<file path="src/rtl/pa_lsu_sram_seq_pkg.sv">
// Shared sizing and FSM encoding for the LSU SRAM sequencer.
// The SRAM geometry and the state type live here so the sequencer and its parent agree.
package pa_lsu_sram_seq_pkg;

    localparam int ADDR_WIDTH = 7;
    localparam int DATA_WIDTH = 4;
    localparam int DEPTH      = 128;

    typedef enum logic [1:0] {
        ST_IDLE  = 2'd0,
        ST_INIT  = 2'd1,
        ST_READY = 2'd2,
        ST_FLUSH = 2'd3
    } state_e;

endpackage

</file>
<file path="src/rtl/pa_lsu_sram_seq.sv">
// LSU SRAM sequencer: clears the array after reset and on flush, then arbitrates
// single-cycle read/write requests onto the SRAM pins with a one-cycle read return.
module pa_lsu_sram_seq #(
    parameter int ADDR_WIDTH = pa_lsu_sram_seq_pkg::ADDR_WIDTH,
    parameter int DATA_WIDTH = pa_lsu_sram_seq_pkg::DATA_WIDTH,
    parameter int DEPTH      = pa_lsu_sram_seq_pkg::DEPTH
) (
    input  logic                  forever_cpuclk,
    input  logic                  cpurst_b,
    input  logic                  req_vld,
    input  logic                  req_wr,
    input  logic [ADDR_WIDTH-1:0] req_addr,
    input  logic [DATA_WIDTH-1:0] req_wdata,
    input  logic [DATA_WIDTH-1:0] req_wmask,
    output logic                  req_rdy,
    output logic                  rd_vld,
    output logic [DATA_WIDTH-1:0] rd_data,
    input  logic                  flush_req,
    output logic                  flush_done,
    output logic                  init_busy,
    output logic [ADDR_WIDTH-1:0] sram_a,
    output logic [DATA_WIDTH-1:0] sram_d,
    output logic                  sram_cen,
    output logic                  sram_gwen,
    output logic [DATA_WIDTH-1:0] sram_wen,
    input  logic [DATA_WIDTH-1:0] sram_q
);
    import pa_lsu_sram_seq_pkg::*;

    state_e                state, state_nxt;
    logic [ADDR_WIDTH-1:0] cnt, cnt_nxt;
    logic                  sweep, last, accept;

    assign sweep  = (state == ST_INIT) || (state == ST_FLUSH);
    assign last   = (cnt == ADDR_WIDTH'(DEPTH - 1));
    assign accept = req_vld & req_rdy;

    always_ff @(posedge forever_cpuclk or negedge cpurst_b) begin
        if (!cpurst_b) begin
            state      <= ST_IDLE;
            cnt        <= '0;
            rd_vld     <= 1'b0;
            flush_done <= 1'b0;
        end else begin
            state      <= state_nxt;
            cnt        <= cnt_nxt;
            rd_vld     <= accept & ~req_wr;
            // Only a flush sweep ending signals completion; the power-on clear is silent.
            flush_done <= (state == ST_FLUSH) & last;
        end
    end

    always_comb begin
        state_nxt = state;
        cnt_nxt   = cnt;
        case (state)
            ST_IDLE:  state_nxt = ST_INIT;
            ST_INIT, ST_FLUSH: begin
                if (last) begin
                    state_nxt = ST_READY;
                    cnt_nxt   = '0;
                end else begin
                    cnt_nxt   = cnt + ADDR_WIDTH'(1);
                end
            end
            ST_READY: if (flush_req) state_nxt = ST_FLUSH;
            default:  state_nxt = ST_IDLE;
        endcase
    end

    // Flush wins over a request arriving in the same cycle.
    assign req_rdy   = (state == ST_READY) & ~flush_req;
    assign init_busy = (state != ST_READY);
    assign rd_data   = rd_vld ? sram_q : '0;

    always_comb begin
        sram_cen  = 1'b1;
        sram_gwen = 1'b1;
        sram_wen  = '1;
        sram_a    = '0;
        sram_d    = '0;
        if (sweep) begin
            sram_cen  = 1'b0;
            sram_gwen = 1'b0;
            sram_wen  = '0;
            sram_a    = cnt;
        end else if (accept) begin
            if (!req_wr) begin
                sram_cen = 1'b0;
                sram_a   = req_addr;
            end else if (req_wmask != '0) begin
                // An all-zero mask still handshakes but leaves the SRAM idle.
                sram_cen  = 1'b0;
                sram_gwen = 1'b0;
                sram_wen  = ~req_wmask;
                sram_a    = req_addr;
                sram_d    = req_wdata;
            end
        end
    end

endmodule

</file>
<file path="config.mk">
export PLATFORM = sky130hd
export DESIGN_NAME = pa_lsu_sram_seq
export DESIGN_NICKNAME = d
export VERILOG_FILES = /design/src/rtl/pa_lsu_sram_seq_pkg.sv /design/src/rtl/pa_lsu_sram_seq.sv
export SDC_FILE = /design/constraint.sdc
export NUM_CORES = 1
export LEC_CHECK = 0
export CAP_MARGIN = 20
export CORE_MARGIN = 2
export CORE_UTILIZATION = 33
export DETAILED_ROUTE_END_ITERATION = 16
export GPL_ROUTABILITY_DRIVEN = 0
export PLACE_DENSITY = 0.87
export SKIP_CTS_REPAIR_TIMING = 1
export SLEW_MARGIN = 10
export SYNTH_ARGS = -nofsm -noshare
export SYNTH_HDL_FRONTEND = slang
export SYNTH_SLANG_ARGS = --single-unit
</file>
<file path="constraint.sdc">
create_clock -name forever_cpuclk -period 2.12 [get_ports forever_cpuclk]
set_clock_uncertainty 0.2 [all_clocks]
set_input_delay 0.424 -clock forever_cpuclk [delete_from_list [all_inputs] [get_ports forever_cpuclk]]
set_output_delay 0.424 -clock forever_cpuclk [all_outputs]
set_load 0.01 [all_outputs]
</file>
After elaboration in Yosys (flattened, before gate mapping)
Cells that the tools add are included.

storage, ports and cells
  bits in registers = 11
  output and inout bits = 25

cells by class
  add/sub/neg operators = 1
  eq/ne operators = 7
  multiplexer cells = 24
  bitwise operators = 7
  reductions and logical operators = 5

operators with widths
  cell                                           number
  two-way mux 4 bit                              9
  two-way mux 7 bit                              5
  adder 7 x 1 -> 7 bit, second input constant    1
  == test 7 bit, second input constant           1
  two-way mux 1 bit                              7
  != test 2 bit, second input constant           3
  one-hot mux 2 bit (3 select lines)             1
  AND 1 bit                                      4
  == test 2 bit, second input constant           2
  two-way mux 2 bit                              2
  inverter 4 bit                                 1
  nonzero test 4 bit                             1
  == test 2 x 1 -> 1 bit, second input constant  1
  logical NOT 2 bit                              1
  inverter 1 bit                                 2
  AND reduction 2 bit                            1
  OR reduction 2 bit                             1
  logical OR 1 bit                               1

Longest topological paths before layout
Gate-level depths: netlist of run 1.

  depth after elaboration = 5
  depth in mapped cells = 4

Worst setup path after synthesis of run 1
OpenSTA, ideal clock, no wires.

  kind = in2out
  start point = input flush_req
  end point = output sram_d[0]
  arrival = 1164 ps
  data required time = 1496 ps
  setup slack = 332 ps
  cell stages on the path = 3
  buffers on the path = 0
  cells stage by stage = nand4bb_4 > nor3_1 > and2_1

between the ends
  longest elaborated chain between the ends = 5

RTL lines
  element            RTL line               RTL
  start, declared    pa_lsu_sram_seq.sv:18  input logic flush_req,
  inverter 1 bit     pa_lsu_sram_seq.sv:72  assign req_rdy = (state == ST_READY) & ~flush_req;
  AND 1 bit          pa_lsu_sram_seq.sv:72
  AND 1 bit          pa_lsu_sram_seq.sv:36  assign accept = req_vld & req_rdy;
  two-way mux 4 bit  pa_lsu_sram_seq.sv:87  end else if (accept) begin
  two-way mux 4 bit  pa_lsu_sram_seq.sv:82  if (sweep) begin
  end, declared      pa_lsu_sram_seq.sv:22  output logic [DATA_WIDTH-1:0] sram_d,

No other way between the ends.

Worst setup path after layout of run 1
  start point = input req_wmask[3]
  end point = output sram_a[0]

between the ends
  longest elaborated chain between the ends = 5

RTL lines
  element             RTL line               RTL
  start, declared     pa_lsu_sram_seq.sv:14  input logic [DATA_WIDTH-1:0] req_wmask,
  nonzero test 4 bit  pa_lsu_sram_seq.sv:91  end else if (req_wmask != '0) begin
  two-way mux 7 bit   pa_lsu_sram_seq.sv:91
  two-way mux 7 bit   pa_lsu_sram_seq.sv:88  if (!req_wr) begin
  two-way mux 7 bit   pa_lsu_sram_seq.sv:87
  two-way mux 7 bit   pa_lsu_sram_seq.sv:82
  end, declared       pa_lsu_sram_seq.sv:21  output logic [ADDR_WIDTH-1:0] sram_a,

No other way between the ends.

==> impl_results.md, run 1 <==
- Worst-path clk slew: 70 ps
- Crit end category: output pin
- Root Buffer: clkbuf_4
- CTS tree: yes
- Synth-to-layout area growth: 95.2%
- Final Routed Wirelength: 2190 um
- Final worst setup slack: -113 ps
- Vias in the first global route: 737
- Min-delay worst type: in -> reg
- WP data required: 1500 ps
- Max Fclk: 448 MHz
- Leak: 0.000825 uW
- Post-route design area: 0.00132 mm^2
- Core Rows: 16
- Final net count: 155
- Seq/Total Area, Yosys: 40.7%
- Seq cells post-synth: 11
- HPWL after DPL: 1600 um
- Maximum fanout along the worst path: 3
- Vias per cell: 4.85
- Reg-to-Reg End: cnt[5]
- Die Span Y: 49.3 um
- Power Dens Cells: 673 mW/mm^2
- Yosys top cell by area: dfrtp_1
- Ys Warns: 0
- Slew Limit Fails: 0
- Via count: 757
- Hold wc startpoint: req_wr
- Hold path depth: 2
- Power, Total: 889 uW
- Worst vdd ir: 0.000477 V
- RR Startpoint: state[0]
- Area of the core: 0.00194 mm^2
- Initial DRC Count: 9
- Synthesized area per cell: 10.3 um^2
- Antenna Cells: 0
- Pre-antenna DRT Iters: 4
- Placed Cells: 146
- Die width: 49.3 um
- Final std cells w/o fill: 156
- Drt wl/cell: 14.1 um
- Total GRT Usage: 17.7%
- Syn Inst Count: 66
- Worst setup SP type: primary input
- Unique masters post-synth: 23
- Syn Nets: 91
- Area contributors post-synth: dfrtp_1, a22o_1, and2_1
- I/O Buffers: 48
- Yosys top cell area share: 40.7%
- Minimum clock period: 2230 ps
- Total congestion overflow: 0
- Synth top cells by count: dfrtp_1, and2_1, nor2_1, a22o_1
- Number of fill cells: 150
- Slew HR: 66.8%
- Kind of critical path: in -> out
- Syn Std Cell Area: 677 um^2
- Worst reg-to-reg setup slack: 550 ps
- Initial Utilization: 34.9%
- Final hold violations: 0
- Drt drc: 0
- Worst-margin pin slew: 497 ps
- Antenna violations before repair: 0
- Die area: 0.00243 mm^2
- Max Cap Viol: 0
- H-tree depth: 1
- Num CTS Buffers: 3
- Outcome: finished, violations left
- First-pass GRT wire length: 3290 um
- Layout cells sized above 1: 32.6%
- Antenna-violating nets left: 0
- CTS Buffer Depth: 2
- IO Pins: 49
- Post-Place Cell Area: 0.00123 mm^2
- Cell with the most instances after synthesis: dfrtp_1
- Clk_lat worst skew: 270 ps
- Final period util: 105%
- CTS sink cnt: 11
- Worst path arrival time: 1610 ps
- Ys flop type: dfrtp_1
- Post-synth ARST share: 100%
- Min-Delay Endpoint: rd_vld
- Setup violations, final: 13
- Largest net degree at the start of global routing: 20
- Post-synth EDFFs: 0
- Failing checks: setup timing
- Cell depth of the worst flop-to-flop path: 4
- RSZ-0062 raised after global routing: yes
==> final cells by class <==
class / count / area, um^2 / share of cell area, %
tap: 27 / 33.8 / 2.56
inverter: 2 / 7.51 / 0.568
sequential: 11 / 275 / 20.8
timing repair buffer: 61 / 571 / 43.2
clock inverter: 1 / 5.00 / 0.379
clock buffer: 3 / 22.5 / 1.70
multi-input combinational: 51 / 407 / 30.8
==> cell usage in the layout, fill, tap and decap left out, drive strengths merged <==
master / Yosys / final
nand4bb: 1 / 1
clkinv: 0 / 1
buf: 2 / 22
nor3: 2 / 2
clkbuf: 0 / 8
inv: 2 / 2
nand2: 3 / 3
nor4: 1 / 1
nand4: 2 / 2
nand2b: 1 / 1
ha: 1 / 1
mux2: 1 / 1
or3: 1 / 1
dlymetal6s2s: 0 / 15
clkdlybuf4s50: 0 / 19
nor2: 9 / 9
dfrtp: 11 / 11
xnor2: 4 / 4
a22o: 7 / 7
and2: 9 / 9
xor2: 1 / 1
or2: 1 / 1
a21oi: 6 / 6
o21ai: 1 / 1
==> stage by stage <==
step | setup slack (ps) | setup TNS, ps | util (%) | hold slack (ps)
global route | -154 | -1360 | 68.0 | 288
detailed placement | -707 | -10700 | 63.2 | 313
CTS | -725 | -11100 | 64.6 | 295
floorplan | 332 | 0 | - | -71.6
global placement | -654 | -9850 | 63.2 | 314
finish | -113 | -505 | 68.0 | 246
==> worst max-delay path: stages <==
cell and delay [ps]:
dlymetal6s2s_1 160, nor4_4 350, a21oi_4 120, buf_6 140
buf_6 100, a22o_1 170, buf_2 130
==> cell families (layout without fill, tap and decap cells) <==
group	Yosys count	count (layout)	share of synthesized area, %
muxes	1	1	1.66
AOI/OAI and AO/OA	14	14	15.3
and+or+nand+nor	30	30	30.5
xor gates and xnor gates	5	5	6.47
buffers and inverters	4	67	3.51
adders and majority gates	1	1	1.85
DFF	11	11	40.7
==> report_power, final <==
part | total (uW) | switching, uW | internal, uW
logic | 386 | 169 | 216
registers | 356 | 79.5 | 276
clock network | 148 | 77.6 | 70.0
==> flip-flops by register name, summed over array words and instances (netlist names) <==
signal      flops
cnt             7
flush_done      1
rd_vld          1
state           2
==> routing by layer <==
metal  routed length, um  global-route usage, %
met1                 945                   21.0
met2                 974                   29.1
met3                 234                   5.21
met4                  38                   8.57
met5                   0                      0
==> how the worst max path moves through the flow <==
stage               depth (start not counted)         to          from  slack (ps)
floorplan                                   3  sram_d[0]     flush_req         330
global placement                            5  sram_a[1]     flush_req        -650
detailed placement                          5  sram_a[0]     flush_req        -710
CTS                                         5  sram_a[0]     flush_req        -720
global route                                7  sram_a[0]  req_wmask[3]        -150
finish                                      7  sram_a[0]  req_wmask[3]        -110
(Power assumes the default switching activity.)
==> run 2, diff against run 1 <==
--- a/config.mk
+++ b/config.mk
@@ -6,8 +6,10 @@
 export NUM_CORES = 1
 export LEC_CHECK = 0
 export CAP_MARGIN = 20
+export CELL_PAD_IN_SITES_DETAIL_PLACEMENT = 0
+export CELL_PAD_IN_SITES_GLOBAL_PLACEMENT = 1
 export CORE_MARGIN = 2
-export CORE_UTILIZATION = 33
+export CORE_UTILIZATION = 23
 export DETAILED_ROUTE_END_ITERATION = 16
 export GPL_ROUTABILITY_DRIVEN = 0
 export PLACE_DENSITY = 0.87
==> run 2 against run 1 <==
Net effect: the flow still finishes with violations (setup timing); sequential power about the same; core utilization decreased by 23 points; first-iteration DRC count increased to 2.9 times the previous value; clock power decreased by 6%; maximum frequency increased by 1.3%; setup slack improved by 28 ps; die area increased by 40%; sequential share of layout area increased by 1.1 points; register-to-register slack about the same; combinational power decreased by 3%; cell area decreased by 5.0%; hold slack got worse by 4.7 ps.
==> impl_results.md, run 2 (same netlist as run 1, synthesis figures left out) <==
- Worst-margin pin slew: 512 ps
- Die Span Y: 58.3 um
- Total congestion overflow: 0
- Vias in the first global route: 704
- Antenna violations before repair: 0
- Minimum clock period: 2200 ps
- Hold wc startpoint: req_wr
- Initial DRC Count: 26
- I/O Buffers: 48
- Drt wl/cell: 13.2 um
- Antenna-violating nets left: 0
- Wl on met1: 813 um
- Setup violations, final: 6
- HPWL after DPL: 1570 um
- Power Dens Cells: 695 mW/mm^2
- RSZ-0062 raised after global routing: yes
- CTS Buffer Depth: 2
- Post-route design area: 0.00125 mm^2
- Most common cell after layout, fill and taps aside: clkdlybuf4s50_1
- Drt drc: 0
- Outcome: finished, violations left
- Slew HR: 65.8%
- Worst vdd ir: 0.000464 V
- Min-delay worst type: in -> reg
- Slew Limit Fails: 0
- Largest reg by FF count: cnt
- Post-Place Cell Area: 0.00122 mm^2
- Antenna Cells: 0
- Area of the core: 0.00278 mm^2
- Total GRT Usage: 11.9%
- H-tree depth: 1
- Power, Total: 872 uW
- Layout cells sized above 1: 32.0%
- Final hold violations: 0
- First-pass GRT wire length: 3100 um
- Num CTS Buffers: 3
- Vias per cell: 4.60
- Final period util: 104%
- Max reg flops: 7
- Clk_lat worst skew: 260 ps
- Leak: 0.000754 uW
- Pre-antenna DRT Iters: 4
- Crit end category: output pin
- Hold path depth: 2
- Routed met3 length: 329 um
- Largest net degree at the start of global routing: 20
- Top Metal Used: met4
- WP data required: 1500 ps
- Via count: 718
- Kind of critical path: in -> out
- CTS tree: yes
- CTS sink cnt: 11
- Maximum fanout along the worst path: 3
- Biggest regs: cnt x7, state x2
- Commonest non-fill, non-tap cells in the layout: clkdlybuf4s50_1, dlymetal6s2s_1, dfrtp_1, clkbuf_2, and2_1
- Final net count: 151
- Root Buffer: clkbuf_4
- Core Rows: 19
- RR Startpoint: cnt[0]
- Failing checks: setup timing
- Die area: 0.00339 mm^2
- Max Fclk: 454 MHz
- Initial Utilization: 24.3%
- Met2 WL: 912 um
- IO Pins: 49
- Max Cap Viol: 0
- Final Routed Wirelength: 2060 um
- Die width: 58.3 um
- Worst setup SP type: primary input
- Placed Cells: 148
- Synth-to-layout area growth: 85.4%
- Final worst setup slack: -84.3 ps
- Cell depth of the worst flop-to-flop path: 4
- Final std cells w/o fill: 156
- Crit. Startpoint: req_wmask[2]
- Worst-path clk slew: 70 ps
- Worst path arrival time: 1580 ps
run 2: changes by cell type in the layout (fill, tap and decap cells not counted):
cell	before	now
buf_2	8	6
clkbuf_1	0	1
clkbuf_2	5	11
buf_6	6	2
buf_4	8	7
dlymetal6s2s_1	15	12
clkinv_2	1	0
run 2: layout make-up:
cell class                      count  area (um^2)
Clock buffer                        4         26.3
Fill cell                         270         1530
Inverter                            2         7.51
Multi-Input combinational cell     51          407
Sequential cell                    11          275
Tap cell                           31         38.8
Timing Repair Buffer               57          500
run 2: power breakdown:
part / switching, uW / total [uW] / internal (uW)
Clock: 66.1 / 139 / 72.6
Combinational: 166 / 376 / 211
Sequential: 80.1 / 356 / 276
run 2: routing by layer:
layer	vias to the layer above	global-route usage (%)
li1	352	-
met1	313	14.0
met2	51	19.3
met3	2	5.58
met4	0	3.65
met5	-	0
run 2: worst max-delay path, cell delays in order:
cell and delay (ps):
clkbuf_2 110, nor4_4 370, a21oi_4 100, buf_6 130, buf_4 120, a22o_1 200, clkbuf_2 130
run 2: final timing paths:
check	to	slack, ps
setup reg to reg	flush_done	560
hold reg to reg	cnt[4]	330
hold / removal	rd_vld	240
setup / recovery	sram_a[6]	-80
max in group asynchronous	state[0]	1080
min in group asynchronous	cnt[4]	300
run 2: stage by stage:
step | setup TNS (ps) | setup slack, ps | utilization, % | hold slack [ps]
global route | -737 | -133 | 45.1 | 241
detailed placement | -10450 | -661 | 43.8 | 318
finish | -283 | -84.3 | 45.1 | 241
global placement | -10280 | -652 | 43.8 | 318
floorplan | 0 | 332 | - | -71.6
CTS | -10830 | -672 | 44.7 | 317
